**src/rtl/float16_subtractor.sv**
```systemverilog
// float16_subtractor: bit-serial sign-magnitude subtractor iNum1 - iNum2 with valid/ready handshakes.
// Define FLOAT16_SUB_SATURATE_EN to saturate arithmetic add overflow instead of emitting the marker.
module float16_subtractor #(
   parameter int bits = 8,
   localparam int W = 2*bits-1,
   localparam int M = W-1
) (
   input  logic         clk,
   input  logic         rst_n,
   input  logic         in_valid,
   output logic         in_ready,
   input  logic [W-1:0] iNum1,
   input  logic [W-1:0] iNum2,
   output logic         out_valid,
   input  logic         out_ready,
   output logic [W-1:0] oNum,
   output logic         overflow,
   output logic         busy
);
   localparam int CW = $clog2(M+1);
   localparam logic [CW-1:0] CM = CW'(M);
   localparam logic [CW-1:0] CM1 = CW'(M-1);
   localparam logic [W-1:0] MARK = {1'b1, {M{1'b0}}};
   typedef enum logic [1:0] {IDLE, PASS1, PASS2, DONE} state_t;
   state_t state;
   logic [W-1:0] n1, n2, ovf_val;
   logic [M-1:0] a, b, acc, res1;
   logic [CW-1:0] cnt;
   logic c, s1, s2, sub, d, c_nxt, rn, mark1, mark2;
   assign s1 = n1[W-1];
   assign s2 = n2[W-1];
   assign sub = s1 == s2;
   assign mark1 = n1 == MARK;
   assign mark2 = n2 == MARK;
   assign d = a[0] ^ b[0] ^ c;
   assign c_nxt = sub ? ((~a[0] & b[0]) | (~(a[0] ^ b[0]) & c))
                      : ((a[0] & b[0]) | (a[0] & c) | (b[0] & c));
   assign res1 = {d, acc[M-1:1]};
   assign rn = ~acc[0] ^ c;
`ifdef FLOAT16_SUB_SATURATE_EN
   assign ovf_val = {s1, {M{1'b1}}};
`else
   assign ovf_val = MARK;
`endif
   assign in_ready = state == IDLE;
   assign out_valid = state == DONE;
   assign busy = state != IDLE;
   always_ff @(posedge clk or negedge rst_n) begin
      if (!rst_n) begin
         state <= IDLE;
         n1 <= '0;
         n2 <= '0;
         a <= '0;
         b <= '0;
         acc <= '0;
         cnt <= '0;
         c <= 1'b0;
         oNum <= '0;
         overflow <= 1'b0;
      end else begin
         case (state)
            IDLE: if (in_valid) begin
               n1 <= iNum1;
               n2 <= iNum2;
               a <= iNum1[M-1:0];
               b <= iNum2[M-1:0];
               cnt <= '0;
               c <= 1'b0;
               state <= PASS1;
            end
            // cnt==0 is the special-case evaluation cycle; cnt 1..M carry one magnitude bit each
            PASS1: if (cnt == '0) begin
               if (n2 == '0) begin
                  oNum <= n1;
                  overflow <= 1'b0;
                  state <= DONE;
               end else if (n1 == '0) begin
                  oNum <= mark2 ? MARK : {~s2, n2[M-1:0]};
                  overflow <= mark2;
                  state <= DONE;
               end else if (mark1 || mark2) begin
                  oNum <= MARK;
                  overflow <= 1'b1;
                  state <= DONE;
               end else cnt <= cnt + 1'b1;
            end else begin
               a <= a >> 1;
               b <= b >> 1;
               acc <= res1;
               c <= c_nxt;
               if (cnt == CM) begin
                  if (!sub && c_nxt) begin
                     oNum <= ovf_val;
                     overflow <= 1'b1;
                     state <= DONE;
                  end else if (sub && c_nxt) begin
                     cnt <= '0;
                     c <= 1'b1;
                     state <= PASS2;
                  end else begin
                     oNum <= {s1 & |res1, res1};
                     overflow <= 1'b0;
                     state <= DONE;
                  end
               end else cnt <= cnt + 1'b1;
            end
            PASS2: begin
               acc <= {rn, acc[M-1:1]};
               c <= ~acc[0] & c;
               if (cnt == CM1) begin
                  oNum <= {~s1, rn, acc[M-1:1]};
                  overflow <= 1'b0;
                  state <= DONE;
               end else cnt <= cnt + 1'b1;
            end
            DONE: if (out_ready) state <= IDLE;
         endcase
      end
   end
endmodule

```
**config.mk**
```make
export PLATFORM = sky130hd
export DESIGN_NAME = float16_subtractor
export DESIGN_NICKNAME = d
export VERILOG_FILES = /design/src/rtl/float16_subtractor.sv
export SDC_FILE = /design/constraint.sdc
export NUM_CORES = 1
export LEC_CHECK = 0
export ABC_AREA = 1
export CAP_MARGIN = 10
export CORE_MARGIN = 2
export CORE_UTILIZATION = 30
export DETAILED_ROUTE_END_ITERATION = 6
export GPL_ROUTABILITY_DRIVEN = 0
export GPL_TIMING_DRIVEN = 0
export SETUP_SLACK_MARGIN = 0.3
export SLEW_MARGIN = 20
export SYNTH_ARGS = -nofsm -noshare
export SYNTH_HDL_FRONTEND = slang
export SYNTH_SLANG_ARGS = --single-unit
```
**constraint.sdc**
```tcl
create_clock -name clk -period 3.5 [get_ports clk]
set_input_delay 0.35 -clock clk [delete_from_list [all_inputs] [get_ports clk]]
set_output_delay 0.35 -clock clk [all_outputs]
set_load 0.01 [all_outputs]
```
==> summary.txt, run 1 <==
Floorplan
  – IO Count: 53
  – Die Width: 136.9 um
  – Die Height: 136.9 um
  – Placeable Area: 17300 um^2
  – DIE AREA: 18750 um^2
  – Std-Cell Rows: 48
  – Starting Density: 0.3064

Routing
  – Vias per cell: 4.748
  – Routed via count: 4373
  – Post-Route WL: 13.66 mm
  – Pre-antenna DRT Iters: 5
  – DR DRC count: 0
  – Routed Antenna Nets: 0
  – DR iter-0 viols: 282
  – Wire length per cell: 14.83 um

Flow run
  – Max cap viols: 0

Synthesis
  – Largest family of logic cells by synthesized area: simple AND/OR/NAND/NOR gates
  – Register area share after synthesis: 0.4485
  – Post-Synth Simple-Gate Area: 0.2042
  – Synth unique cells: 37
  – Yosys warns: 0
  – Post-synthesis mux area share: 0.04249
  – Mapped Cells: 627
  – Avg Inst Size Synth: 8.453 um^2
  – Mapped Nets: 672
  – Synth Cell Area: 5300 um^2
  – Compound-Gate Fraction of Synth Area: 0.1782
  – Synth Area in Adders: 0.02880
  – Primary FF master, synth: dfrtp_1
  – Xor/xnor share of the synthesized area: 0.003305
  – FF+latch count, synth: 95
  – Post-synth ARST share: 1.000
  – EDFF count, synth: 0

Place
  – Detail Placement HPWL: 10.42 mm
  – Port Buf Inserts: 52
  – Area after DPL: 6131 um^2
  – Post-Place Cells: 905

Setup path
  – Setup crit end: oNum[12]$_DFFE_PN0P_
  – Crit path from: a[0]$_DFFE_PN0P_
  – Max FO, Critical Path: 10
  – Worst path arrival time: 2370 ps
  – Crit Path Class: reg2reg
  – Crit path buf inv count: 3
  – Crit start category: register
  – Reg2Reg Depth: 9
  – Worst Path Required: 3740 ps
  – Worst R2R Start: a[0]$_DFFE_PN0P_
  – CP max stage cell: fa_1
  – Max incr delay on CP: 420 ps
  – Worst path top cell family by delay: buffers and inverters
  – Reg2reg setup slack: 1370 ps
  – RR Endpoint: oNum[12]$_DFFE_PN0P_
  – CP most frequent cell: inv_1
  – CP cell instances: inv_1, fa_1, inv_1, nand3_1, buf_2, nand2_1, o21ai_0, a21oi_1, o21ai_1
  – WP depth: 9
  – Worst setup EP type: register

Final layout
  – Commonest cells after routing, fill and taps aside: nand2_1, dfrtp_1, inv_1, nor2_1, clkdlybuf4s50_1
  – Post-Layout Cell Count: 921
  – NumNets Final: 737
  – Area delta synth->final: 22.31%
  – Fillers: 1799
  – Commonest non-fill, non-tap cell in the layout: nand2_1
  – Final core occ: 0.3748
  – Diode count: 0
  – Design Area, Final: 6482 um^2
  – Layout cells sized above 1: 0.1652

STA
  – Period utilisation layout: 0.6081
  – Final setup fails: 0
  – Slew @ Worst Pin: 591.2 ps
  – Fmax: 469.9 MHz
  – Final Hold Fails: 0
  – Unrepaired setup endpoints after global routing: no
  – TNS Setup: 0 ps
  – Final Max Slew Viols: 0
  – Max-slew headroom: 0.6059
  – Fin crit period: 2128 ps
  – Clk_skew: 9.162 ps

GRT
  – Pin count of the biggest net entering global routing: 51
  – Global route overflow: 0
  – Vias in the first global route: 4217
  – First-pass GRT wire length: 22.43 mm
  – Initial antenna violation count: 0
  – Total Routing Usage GR: 0.1574

CTS
  – CTS tree: built
  – Skew-Pair Late Insertion Delay: 360 ps
  – Clock root cell: clkbuf_16
  – Clock tree sinks: 95
  – Maximum root-to-sink buffer count: 2
  – Num CTS Buffers: 9
  – # resized after CTS: 0
  – CTS HTree Levels: 3
  – Clk pin slew, worst setup/hold paths: 70 ps

Power
  – Worst vdd ir: 0.0003439 V
  – Pleak: 2.936 nW
  – Cell Pwr Density: 973.0 nW/um^2

Run status
  – Status: complete, no violations

Min path
  – Hold Path Class: reg2reg
[report_power, final]
part / internal (mW) / switching (mW)
sequential: 1.61 / 0.306
clock: 0.701 / 0.448
combinational: 1.28 / 1.96
total: 3.59 / 2.72
[through the flow]
stage | total power [mW] | worst slack, ps | hold WS [ps]
detailed placement | 5.178 | 1392 | 336.2
global route | 6.837 | 1179 | 505.8
floorplan | 4.222 | 1710 | 54.41
CTS | 6.353 | 1354 | 486.2
global placement | 5.118 | -1616 | 464.4
finish | 6.308 | 1372 | 479.2
[worst min-delay path by stage]
stage / startpoint / end / slack (ps) / cells after the start
2_1_floorplan: rst_n / a[0]$_DFFE_PN0P_ / 50 / 0
3_3_place_gp: oNum[0]$_DFFE_PN0P_ / oNum[0]$_DFFE_PN0P_ / 460 / 2
3_5_place_dp: rst_n / a[6]$_DFFE_PN0P_ / 340 / 1
4_1_cts: oNum[11]$_DFFE_PN0P_ / oNum[11]$_DFFE_PN0P_ / 490 / 2
5_1_grt: oNum[11]$_DFFE_PN0P_ / oNum[11]$_DFFE_PN0P_ / 510 / 2
6_report: oNum[11]$_DFFE_PN0P_ / oNum[11]$_DFFE_PN0P_ / 480 / 2
[layout make-up]
cell class                      count  area, um^2  share of cell area
Multi-Input combinational cell    424        2422              0.3737
Sequential cell                    95        2377              0.3667
Timing Repair Buffer               54       559.3             0.08628
Inverter                           75       284.0             0.04381
Tap cell                          225       281.5             0.04343
Clock buffer                        9       225.2             0.03474
Buffer                             33       216.5             0.03339
Clock inverter                      6       116.4             0.01795
[cells by family (layout without fill, tap and decap cells)]
group / count (synthesis) / in the layout
multiplexers: 20 / 20
buffers and inverters: 108 / 177
AND/OR/NAND/NOR: 255 / 255
XOR/XNOR: 2 / 2
AO/OA/AOI/OAI: 136 / 136
adder cells (fa/ha/maj): 11 / 11
flip-flops: 95 / 95
[Yosys cell counts, types with 2 or more instances]
master,n,share of area
nor2_2,3,0.0035
nand2_2,2,0.0024
inv_2,3,0.0021
inv_1,71,0.050
ha_1,9,0.021
o21ai_0,48,0.045
nor2_1,52,0.037
buf_12,2,0.0076
nand3_1,41,0.039
buf_2,12,0.011
o21ai_2,22,0.036
buf_4,3,0.0042
nand2_1,146,0.10
mux2_2,20,0.042
o211ai_1,6,0.0085
fa_1,2,0.0076
nand4_1,4,0.0047
dfrtp_1,95,0.45
clkbuf_1,11,0.0078
buf_6,3,0.0064
o21ai_1,11,0.010
o211ai_2,20,0.047
a21oi_1,26,0.025
nand3b_1,2,0.0028
[flip-flops by register name (all words and copies together), names as in the netlist]
register,flops
a,14
state,2
b,14
n1,15
cnt,4
acc,14
oNum,15
n2,15
overflow,1
c,1
[repair_timing]
item | 4_1_cts | 5_1_grt
hold endpoints to repair | 49 | 0
setup buffers | 0 | 0
hold buffers | 1 | 0
[worst register-to-register path, cell delays in order (launching register included)]
cell and delay (ps):
dfrtp_1 410, inv_1 120, fa_1 420, inv_1 110, nand3_1 190, buf_2 250
nand2_1 100, o21ai_0 70, a21oi_1 250, o21ai_1 90
[per-layer routing]
metal  GRT usage  up-vias  share of wire
li1            -     2175              -
met1      0.2265     2055           0.50
met2      0.2317      125           0.43
met3     0.04111       18          0.057
met4     0.04639        0          0.017
met5           0        -              0
Note: power is estimated with default switching activity, not from simulation.
==> inputs of run 2 (changes only) <==
clock period = 2 ns   (was 3.5 ns; I/O delays follow)
==> run 2 against run 1 <==
Against the previous run:
- clock skew decreased by 0.78 ps
- routed wire length increased by 12%
- combinational power increased by 140%
- largest cell class unchanged
- sequential power increased by 77%
- fmax increased by 15%
- via count increased by 6.8%
- count of clock-buffer cells in the layout increased by 1
==> summary.txt, run 2 (synthesis results as in run 1) <==
STA
  – Max-slew headroom: 0.6655
  – Final Hold Fails: 0
  – TNS Setup: 0 ps
  – Final Max Slew Viols: 0
  – Final setup fails: 0
  – Period utilisation layout: 0.9240
  – Clk_skew: 8.380 ps
  – Fmax: 541.2 MHz
  – Slew @ Worst Pin: 501.8 ps
  – Fin crit period: 1848 ps
  – Unrepaired setup endpoints after global routing: yes

Setup path
  – RR Endpoint: b[4]$_DFFE_PN0P_
  – Crit Path Class: reg2reg
  – Max FO, Critical Path: 8
  – Worst setup EP type: register
  – Reg2Reg Depth: 10
  – Crit start category: register
  – Worst Path Required: 2290 ps
  – Worst R2R Start: state[1]$_DFFE_PN0P_
  – Crit path from: state[1]$_DFFE_PN0P_
  – Reg2reg setup slack: 150 ps
  – Worst path arrival time: 2130 ps

CTS
  – Num CTS Buffers: 9
  – Maximum root-to-sink buffer count: 2
  – Clk pin slew, worst setup/hold paths: 70 ps
  – CTS tree: built
  – Clock root cell: clkbuf_16
  – CTS HTree Levels: 3
  – Skew-Pair Late Insertion Delay: 360 ps
  – Clock tree sinks: 95

Final layout
  – Footprint of the multi-input gates: 2724 um^2
  – Commonest cells after routing, fill and taps aside: nand2_1, dfrtp_1, inv_1, clkdlybuf4s50_1, nor2_1
  – Register area: 2380 um^2
  – NumNets Final: 775
  – Post-Layout Cell Count: 959
  – Area delta synth->final: 35.74%
  – Largest regs: n1 (15), n2 (15), oNum (15)
  – Diode count: 0
  – Commonest non-fill, non-tap cell in the layout: nand2_1
  – Fillers: 1739
  – Design Area, Final: 7194 um^2
  – Layout cells sized above 1: 0.3174

Routing
  – Routed via count: 4672
  – Wire length per cell: 15.88 um
  – Post-Route WL: 15.23 mm
  – Pre-antenna DRT Iters: 6
  – Vias per cell: 4.872
  – DR DRC count: 0
  – DR iter-0 viols: 356
  – Routed Antenna Nets: 0

Power
  – Cell Pwr Density: 1778 nW/um^2
  – Total Power: 12.80 mW
  – Worst vdd ir: 0.0008284 V
  – Pleak: 3.227 nW

GRT
  – Vias in the first global route: 4298
  – Pin count of the biggest net entering global routing: 51
  – First-pass GRT wire length: 22.85 mm
  – Total Routing Usage GR: 0.1602
  – Global route overflow: 0
  – Initial antenna violation count: 0

Floorplan
  – Std-Cell Rows: 48
  – Die Height: 136.9 um
  – Die Width: 136.9 um
  – IO Count: 53
  – Starting Density: 0.3064
  – DIE AREA: 18750 um^2
  – Placeable Area: 17300 um^2

Min path
  – Hold Path Class: in2async

Place
  – Port Buf Inserts: 52
  – Area after DPL: 6143 um^2
  – Post-Place Cells: 905
  – Detail Placement HPWL: 10.44 mm

Run status
  – Status: complete, no violations

Flow run
  – Max cap viols: 0
[run 2: cell count changes in the layout (fill, tap and decap cells not counted), sizes merged]
cell           previous run  this run
buf                      24        59
bufinv                    3         0
clkbuf                   20        23
clkdlybuf4s50            51        48
clkinv                    1         2
clkinvlp                  0         3
dlygate4sd2               0         3
inv                      77        76
[run 2: what timing repair did]
| action | CTS | global route |
|---|---|---|
| hold endpoints to repair | 45 | 0 |
| setup buffers | 17 | 13 |
| setup endpoints to repair | 86 | 74 |
| hold buffers | 1 | 0 |
| resized for setup | 59 | 102 |
| pin swaps | 7 | 24 |
| cloned | 2 | 6 |
[run 2: cell type report]
cell class / count / share of cell area
clock buffer: 10 / 0.03183
timing repair buffer: 91 / 0.1294
sequential: 95 / 0.3308
inverter: 75 / 0.04139
multi-input combinational: 424 / 0.3786
clock inverter: 5 / 0.004696
timing repair inverter: 1 / 0.0008696
tap: 225 / 0.03913
buffer: 33 / 0.04330
[run 2: stage by stage]
stage / utilization / hold slack (ps) / setup slack, ps
2_1_floorplan: - / -95.59 / 308.8
3_3_place_gp: 0.3535 / 467.2 / -3022
3_5_place_dp: 0.3552 / 168.6 / -100.1
4_1_cts: 0.3879 / 348.7 / 224.7
5_1_grt: 0.4159 / 370.1 / 96.08
6_report: 0.4159 / 330.9 / 152.1
[run 2: power by group]
part           switching [mW]  internal, mW  leakage, nW
Combinational            4.29          3.53         1.93
Sequential              0.563          2.82         1.17
Clock                   0.767         0.836        0.125
[run 2: routing by layer]
metal  part of all wire  vias to the layer above  GRT usage
li1                   -                     2251          -
met3              0.049                       19    0.04296
met1               0.48                     2268     0.2329
met2               0.46                      134     0.2342
met4              0.015                        0    0.04353
met5                  0                        -          0
[run 2: how the worst max path moves through the flow]
stage,to,cells past startpoint,slack [ps]
global route,oNum[14]$_DFFE_PN0P_,9,100
global placement,oNum[0]$_DFFE_PN0P_,1,-3020
finish,b[4]$_DFFE_PN0P_,10,150
detailed placement,b[0]$_DFFE_PN0P_,7,-100
CTS,oNum[0]$_DFFE_PN0P_,11,220
floorplan,a[0]$_DFFE_PN0P_,9,310
[run 2: critical path, cell delays in order (launching register included)]
cell        delay [ps]
dfrtp_1            420
inv_2              120
ha_4               180
clkinvlp_4         140
buf_6              160
nor2_8             100
o21a_4             180
buf_12             160
clkbuf_16          160
o211ai_2            80
o21ai_2             70
